--- src/rtl/rf_wb_ctrl_if.sv ---
// Write-back bundle between the ALU/LSU result channels, decode issue and the register file write port.
// The slave modport is the controller's view of the bundle; master is the producer/consumer side.
interface rf_wb_ctrl_if #(
  parameter int NBW_ADDR = 5,
  parameter int NBW_DATA = 32
);
  logic                   i_alu_vld;
  logic [NBW_ADDR-1:0]    i_alu_rd;
  logic [NBW_DATA-1:0]    i_alu_dt;
  logic                   o_alu_rdy;
  logic                   i_lsu_vld;
  logic [NBW_ADDR-1:0]    i_lsu_rd;
  logic [NBW_DATA-1:0]    i_lsu_dt;
  logic                   o_lsu_rdy;
  logic                   i_iss_vld;
  logic [NBW_ADDR-1:0]    i_iss_rd;
  logic                   o_iss_rdy;
  logic [2**NBW_ADDR-1:0] o_busy;
  logic                   o_wr_en;
  logic [NBW_ADDR-1:0]    o_wr_addr;
  logic [NBW_DATA-1:0]    o_wr_dt;

  modport slave (
    input  i_alu_vld, i_alu_rd, i_alu_dt,
    input  i_lsu_vld, i_lsu_rd, i_lsu_dt,
    input  i_iss_vld, i_iss_rd,
    output o_alu_rdy, o_lsu_rdy, o_iss_rdy,
    output o_busy, o_wr_en, o_wr_addr, o_wr_dt
  );

  modport master (
    output i_alu_vld, i_alu_rd, i_alu_dt,
    output i_lsu_vld, i_lsu_rd, i_lsu_dt,
    output i_iss_vld, i_iss_rd,
    input  o_alu_rdy, o_lsu_rdy, o_iss_rdy,
    input  o_busy, o_wr_en, o_wr_addr, o_wr_dt
  );
endinterface

--- src/rtl/rf_wb_ctrl.sv ---
// Register-file write-side controller: LSU-priority arbitration with ALU starvation override,
// registered write port and a per-register busy scoreboard for RAW stalls in decode.
module rf_wb_ctrl #(
  parameter int NBW_ADDR = 5,
  parameter int NBW_DATA = 32,
  parameter int MAX_WAIT = 4
) (
  input  logic         clk,
  input  logic         rst_async_n,
  rf_wb_ctrl_if.slave  bus
);

  localparam int NREG    = 2**NBW_ADDR;
  localparam int NBW_CNT = (MAX_WAIT < 1) ? 1 : $clog2(MAX_WAIT + 1);
  localparam logic [NBW_CNT-1:0] CNT_MAX = NBW_CNT'(MAX_WAIT);

  logic [NBW_CNT-1:0]  wait_cnt_q, wait_cnt_d;
  logic                wr_en_q, wr_en_d;
  logic [NBW_ADDR-1:0] wr_addr_q, wr_addr_d;
  logic [NBW_DATA-1:0] wr_dt_q, wr_dt_d;
  logic [NREG-1:0]     busy_q, busy_d;

  logic force_alu;
  logic alu_rdy, lsu_rdy, iss_rdy;
  logic alu_hs, lsu_hs;

  // Readies never look at the requester's own valid, so at most one handshake can fire.
  always_comb begin
    force_alu = (wait_cnt_q == CNT_MAX);
    lsu_rdy   = !(force_alu && bus.i_alu_vld);
    alu_rdy   = !bus.i_lsu_vld || force_alu;
    alu_hs    = bus.i_alu_vld && alu_rdy;
    lsu_hs    = bus.i_lsu_vld && lsu_rdy;
    iss_rdy   = (bus.i_iss_rd == '0) || !busy_q[bus.i_iss_rd];
  end

  always_comb begin
    wait_cnt_d = wait_cnt_q;
    if (!bus.i_alu_vld || alu_hs) begin
      wait_cnt_d = '0;
    end else if (wait_cnt_q != CNT_MAX) begin
      wait_cnt_d = wait_cnt_q + NBW_CNT'(1);
    end
  end

  // Address/data hold their last transfer; only the enable pulses.
  always_comb begin
    wr_en_d   = 1'b0;
    wr_addr_d = wr_addr_q;
    wr_dt_d   = wr_dt_q;
    if (lsu_hs) begin
      wr_en_d   = (bus.i_lsu_rd != '0);
      wr_addr_d = bus.i_lsu_rd;
      wr_dt_d   = bus.i_lsu_dt;
    end else if (alu_hs) begin
      wr_en_d   = (bus.i_alu_rd != '0);
      wr_addr_d = bus.i_alu_rd;
      wr_dt_d   = bus.i_alu_dt;
    end
  end

  // Set beats a same-edge clear so a fresh issue is never lost behind an older write.
  always_comb begin
    busy_d = busy_q;
    for (int r = 1; r < NREG; r++) begin
      if (bus.i_iss_vld && iss_rdy && (bus.i_iss_rd == NBW_ADDR'(r))) begin
        busy_d[r] = 1'b1;
      end else if (wr_en_q && (wr_addr_q == NBW_ADDR'(r))) begin
        busy_d[r] = 1'b0;
      end
    end
    busy_d[0] = 1'b0;
  end

  always_ff @(posedge clk or negedge rst_async_n) begin
    if (!rst_async_n) begin
      wait_cnt_q <= '0;
      wr_en_q    <= 1'b0;
      wr_addr_q  <= '0;
      wr_dt_q    <= '0;
      busy_q     <= '0;
    end else begin
      wait_cnt_q <= wait_cnt_d;
      wr_en_q    <= wr_en_d;
      wr_addr_q  <= wr_addr_d;
      wr_dt_q    <= wr_dt_d;
      busy_q     <= busy_d;
    end
  end

  assign bus.o_alu_rdy = alu_rdy;
  assign bus.o_lsu_rdy = lsu_rdy;
  assign bus.o_iss_rdy = iss_rdy;
  assign bus.o_busy    = busy_q;
  assign bus.o_wr_en   = wr_en_q;
  assign bus.o_wr_addr = wr_addr_q;
  assign bus.o_wr_dt   = wr_dt_q;

endmodule

--- src/flat_wrapper.sv ---
// flat-port wrapper written by rule: the top's interface ports become plain ports
module rf_wb_ctrl_flat 
#(
  parameter int NBW_ADDR = 5,
  parameter int NBW_DATA = 32,
  parameter int MAX_WAIT = 4
)
  (clk, rst_async_n, bus_i_alu_vld, bus_i_alu_rd, bus_i_alu_dt, bus_i_lsu_vld, bus_i_lsu_rd, bus_i_lsu_dt, bus_i_iss_vld, bus_i_iss_rd, bus_o_alu_rdy, bus_o_lsu_rdy, bus_o_iss_rdy, bus_o_busy, bus_o_wr_en, bus_o_wr_addr, bus_o_wr_dt);
  rf_wb_ctrl_if #(.NBW_ADDR(NBW_ADDR), .NBW_DATA(NBW_DATA)) bus_i ();
  input  logic clk;
  input  logic rst_async_n;
  input wire logic [$bits(bus_i.i_alu_vld)-1:0] bus_i_alu_vld;
  input wire logic [$bits(bus_i.i_alu_rd)-1:0] bus_i_alu_rd;
  input wire logic [$bits(bus_i.i_alu_dt)-1:0] bus_i_alu_dt;
  input wire logic [$bits(bus_i.i_lsu_vld)-1:0] bus_i_lsu_vld;
  input wire logic [$bits(bus_i.i_lsu_rd)-1:0] bus_i_lsu_rd;
  input wire logic [$bits(bus_i.i_lsu_dt)-1:0] bus_i_lsu_dt;
  input wire logic [$bits(bus_i.i_iss_vld)-1:0] bus_i_iss_vld;
  input wire logic [$bits(bus_i.i_iss_rd)-1:0] bus_i_iss_rd;
  output wire logic [$bits(bus_i.o_alu_rdy)-1:0] bus_o_alu_rdy;
  output wire logic [$bits(bus_i.o_lsu_rdy)-1:0] bus_o_lsu_rdy;
  output wire logic [$bits(bus_i.o_iss_rdy)-1:0] bus_o_iss_rdy;
  output wire logic [$bits(bus_i.o_busy)-1:0] bus_o_busy;
  output wire logic [$bits(bus_i.o_wr_en)-1:0] bus_o_wr_en;
  output wire logic [$bits(bus_i.o_wr_addr)-1:0] bus_o_wr_addr;
  output wire logic [$bits(bus_i.o_wr_dt)-1:0] bus_o_wr_dt;
  assign bus_i.i_alu_vld = bus_i_alu_vld;
  assign bus_i.i_alu_rd = bus_i_alu_rd;
  assign bus_i.i_alu_dt = bus_i_alu_dt;
  assign bus_i.i_lsu_vld = bus_i_lsu_vld;
  assign bus_i.i_lsu_rd = bus_i_lsu_rd;
  assign bus_i.i_lsu_dt = bus_i_lsu_dt;
  assign bus_i.i_iss_vld = bus_i_iss_vld;
  assign bus_i.i_iss_rd = bus_i_iss_rd;
  assign bus_o_alu_rdy = bus_i.o_alu_rdy;
  assign bus_o_lsu_rdy = bus_i.o_lsu_rdy;
  assign bus_o_iss_rdy = bus_i.o_iss_rdy;
  assign bus_o_busy = bus_i.o_busy;
  assign bus_o_wr_en = bus_i.o_wr_en;
  assign bus_o_wr_addr = bus_i.o_wr_addr;
  assign bus_o_wr_dt = bus_i.o_wr_dt;
  rf_wb_ctrl #(.NBW_ADDR(NBW_ADDR), .NBW_DATA(NBW_DATA), .MAX_WAIT(MAX_WAIT)) u_core (.clk(clk), .rst_async_n(rst_async_n), .bus(bus_i));
endmodule
--- config.mk ---
export PLATFORM = sky130hd
export DESIGN_NAME = rf_wb_ctrl_flat
export DESIGN_NICKNAME = d
export VERILOG_FILES = /design/src/rtl/rf_wb_ctrl_if.sv /design/src/rtl/rf_wb_ctrl.sv /design/src/flat_wrapper.sv
export SDC_FILE = /design/constraint.sdc
export NUM_CORES = 1
export LEC_CHECK = 0
export BUFFER_PORTS_ARGS = -buffer_cell sky130_fd_sc_hd__clkbuf_2
export CORE_ASPECT_RATIO = 0.9
export CORE_MARGIN = 1.5
export CORE_UTILIZATION = 51
export DETAILED_ROUTE_END_ITERATION = 6
export PLACE_DENSITY = 0.83
export SLEW_MARGIN = 20
export SYNTH_ARGS = -nofsm -noshare
export SYNTH_HDL_FRONTEND = slang
export SYNTH_SLANG_ARGS = --single-unit
--- constraint.sdc ---
create_clock -name clk -period 5.1 [get_ports clk]
set_input_delay 0.255 -clock clk [delete_from_list [all_inputs] [get_ports clk]]
set_output_delay 0.255 -clock clk [all_outputs]
set_load 0.02 [all_outputs]
==> impl_metrics.tcl <==
set metrics [dict create \
    outcome "finished with violations" \
    violations "design-rule violations" \
    synth.distinct_cells 39 \
    syn-num-nets 403 \
    avgSynthCellArea_um2 10.84 \
    fp.dieW_um 89.54 \
    drtAntennaViolNets 0 \
    grt_pass1_wl_um 14840 \
    power_frac_seq_pct 43.8 \
    die_area_um2 7242 \
    drc 5 \
    worstPathMaxFanout 20 \
    hold_viol 0 \
    numCtsBuffers 9 \
    synthesis.area_um2 3437 \
    io_pins 157 \
    post-route-min-period_ns 2.342 \
    synthCells 317 \
    ys_ff_latch 72 \
    r2r_end "u_core.bus.o_wr_addr[4]" \
    r2r_cells 7 \
    drv_slew 0 \
    arrival_ns 2.09 \
    final_cells 562 \
    ys_seq_area_share_pct 52.42 \
    postRouteWirelength_um 9904 \
    fin_nets 553 \
    dr_total_vias 3367 \
    synth_area_leader_cell "dfrtp_1" \
    internal_power_uw 1171 \
    grt_max_degree 73 \
    end_kind "output pin" \
    cts_htree_levels 3 \
    viasPerCell 5.991 \
    min_path_type "input port to async pin" \
    netlist.area_leader.share_pct 52.42 \
    cts_tree "yes" \
    fin_crit_sh_pct 45.93 \
    placed_cells 546 \
    dpl.hpwl_um 7350 \
    synth_edf_count 0 \
    drtIter0Drc 366 \
    cts.sinks 72 \
    pwr-share-clk_pct 22.7 \
    cts_resized 0 \
    yosys_warnings 0 \
    max_cap_violations 0 \
    placed_cell_area_um2 4268 \
    final_cell_area_um2 4448 \
    cts.path.max_buffers 2 \
    worst_setup_path_start_kind "input port" \
    finalSetupViolCount 0 \
    p_leak_uw 0.002256 \
    overflow 0 \
    ys.flop_type "dfrtp_1" \
    peakVddDrop_mv 0.2442 \
    core-area_um2 6551 \
    clk_pin_slew_ns 0.08 \
    rsz0062_at_grt "no" \
    worstMarginPinSlew_ns 0.9130 \
    worstSetupPathType "input port to output pin" \
    finalSetupTns_ns 0 \
    p_per_area_nw_per_um2 422.9 \
    power_switching_uw 710.6 \
    gr-usage-all-layers_pct 27.36 \
    max_freq_mhz 426.9 \
    r2r-start "u_core.wait_cnt_q[0]" \
    routabilityCongestion 0.9154 \
    synthArstFlopShare_pct 100.0 \
    switching_share_pct 37.77 \
    drive_gt1_share_pct 41.31 \
    dr.pass1.iters 7 \
    routed_wire_length_per_instance_um 17.62 \
    clock_skew_ns 0.01280 \
    reg2reg_slack_ns 3.23 \
    cts_root_buf "clkbuf_8" \
    start_util_pct 52.46 \
    fp.dieH_um 80.88 \
    cts_hold_buf 0 \
    combinationalPowerShare_pct 33.6 \
    cp.required_ns 4.85 \
    synth_area_leaders "dfrtp_1, a222oi_1, o21ai_0, inv_1, mux4_2" \
    grt_pass1_vias 3083 \
    clk_latency_ns 0.34 \
    io_buffers 155 \
    antenna_found_initial 0 \
    antenna_cells 0 \
    post_cts_buffers 0 \
    max_slew_margin_pct 39.13 \
    num_rows 28 \
    syn_to_final_growth_pct 29.41 \
]
[sequential cells by signal (all words and copies together) (netlist names)]
register	cells
u_core.bus.o_busy	31
u_core.bus.o_wr_addr	5
u_core.bus.o_wr_dt	32
u_core.bus.o_wr_en	1
u_core.wait_cnt_q	3
[worst max-delay path, stage by stage]
cell and delay (ns):
clkbuf_2 0.41, mux4_1 0.61, mux2i_1 0.20, nor3b_2 0.14, nor4_2 0.27, clkbuf_2 0.20
[cell type report]
type | count | area [µm²]
multi-input combinational | 184 | 1394
tap | 90 | 112.6
inverter | 41 | 153.9
clock buffer | 12 | 135.1
fill | 518 | 2103
clock inverter | 4 | 45.04
timing repair buffer | 159 | 805.8
sequential | 72 | 1802
[synthesized netlist by cell type (4+ instances only)]
cell,instances
a21oi_1,5
a222oi_1,37
buf_2,5
clkbuf_1,10
dfrtp_1,72
inv_1,41
mux4_2,4
nand2_1,13
nand2b_1,6
nand3_1,8
nor2_1,10
nor2b_1,7
o21ai_0,44
o21ai_2,8
o31ai_1,8
[cell families (layout without fill, tap and decap cells)]
group | Yosys count | count (layout) | synth area share [%]
multiplexers | 12 | 12 | 6.444
flip-flops | 72 | 72 | 52.42
adder cells (fa/ha/maj) | 2 | 2 | 0.7280
other | 1 | 1 | 0.1091
XOR/XNOR | 1 | 1 | 0.2549
AO/OA/AOI/OAI | 106 | 106 | 22.61
buffers and inverters | 61 | 216 | 7.172
AND/OR/NAND/NOR | 62 | 62 | 10.27
[how the worst max path moves through the flow]
stage	end	slack [ns]	cells after the start	start
final	bus_o_iss_rdy	2.76	6	bus_i_iss_rd[0]
after global placement	bus_o_iss_rdy	2.81	6	bus_i_iss_rd[0]
after global routing	bus_o_iss_rdy	2.63	6	bus_i_iss_rd[0]
after floorplan	bus_o_iss_rdy	3.09	4	u_core.bus.o_busy[7]
after CTS	bus_o_iss_rdy	2.76	6	bus_i_iss_rd[0]
after detailed placement	bus_o_iss_rdy	2.75	6	bus_i_iss_rd[0]
[through the flow]
stage / util [%] / power, µW / setup WS (ns) / hold WS, ns
floorplan: - / 1194 / 3.093 / -0.04059
global placement: 65.15 / 1433 / 2.813 / 0.4517
detailed placement: 65.15 / 1460 / 2.755 / 0.4617
CTS: 67.90 / 1886 / 2.760 / 0.1160
global route: 67.90 / 1979 / 2.630 / 0.1196
finish: 67.90 / 1881 / 2.758 / 0.1250
[cells in the final DEF, fill, tap and decap left out, types with 2 or more instances in the layout]
master      n
o21ai_2     8
mux4_2      4
mux2i_1     3
or3_1       2
o31ai_1     8
nand4_1     3
nor2_1      9
or2_2       2
or4_1       2
mux2_2      2
or3_4       3
nand2_1    13
a21oi_1     5
clkbuf_2  154
clkbuf_8    9
nor2b_1     6
o21ai_0    44
mux4_1      3
nand2b_1    6
ha_1        2
clkinv_2    3
inv_1      41
clkbuf_1    3
nand3_1     8
buf_4       4
dfrtp_1    72
a222oi_1   37
[power groups by stage]
stage	registers, µW	clock network [µW]	logic (µW)
4_1_cts	820	432	634
2_1_floorplan	961	0	234
3_3_place_gp	824	0	610
6_report	823	427	632
3_5_place_dp	829	0	631
5_1_grt	839	453	687
[metal layers]
metal / part of all wire [%] / up-vias / global-route usage [%] / wire, µm
li1: - / 1494 / - / -
met1: 38 / 1622 / 34.78 / 3762
met2: 49 / 231 / 43.31 / 4877
met3: 11 / 20 / 10.16 / 1075
met4: 1.9 / 0 / 9.231 / 190
met5: 0 / - / 0 / 0
(Power assumes the default switching activity.)
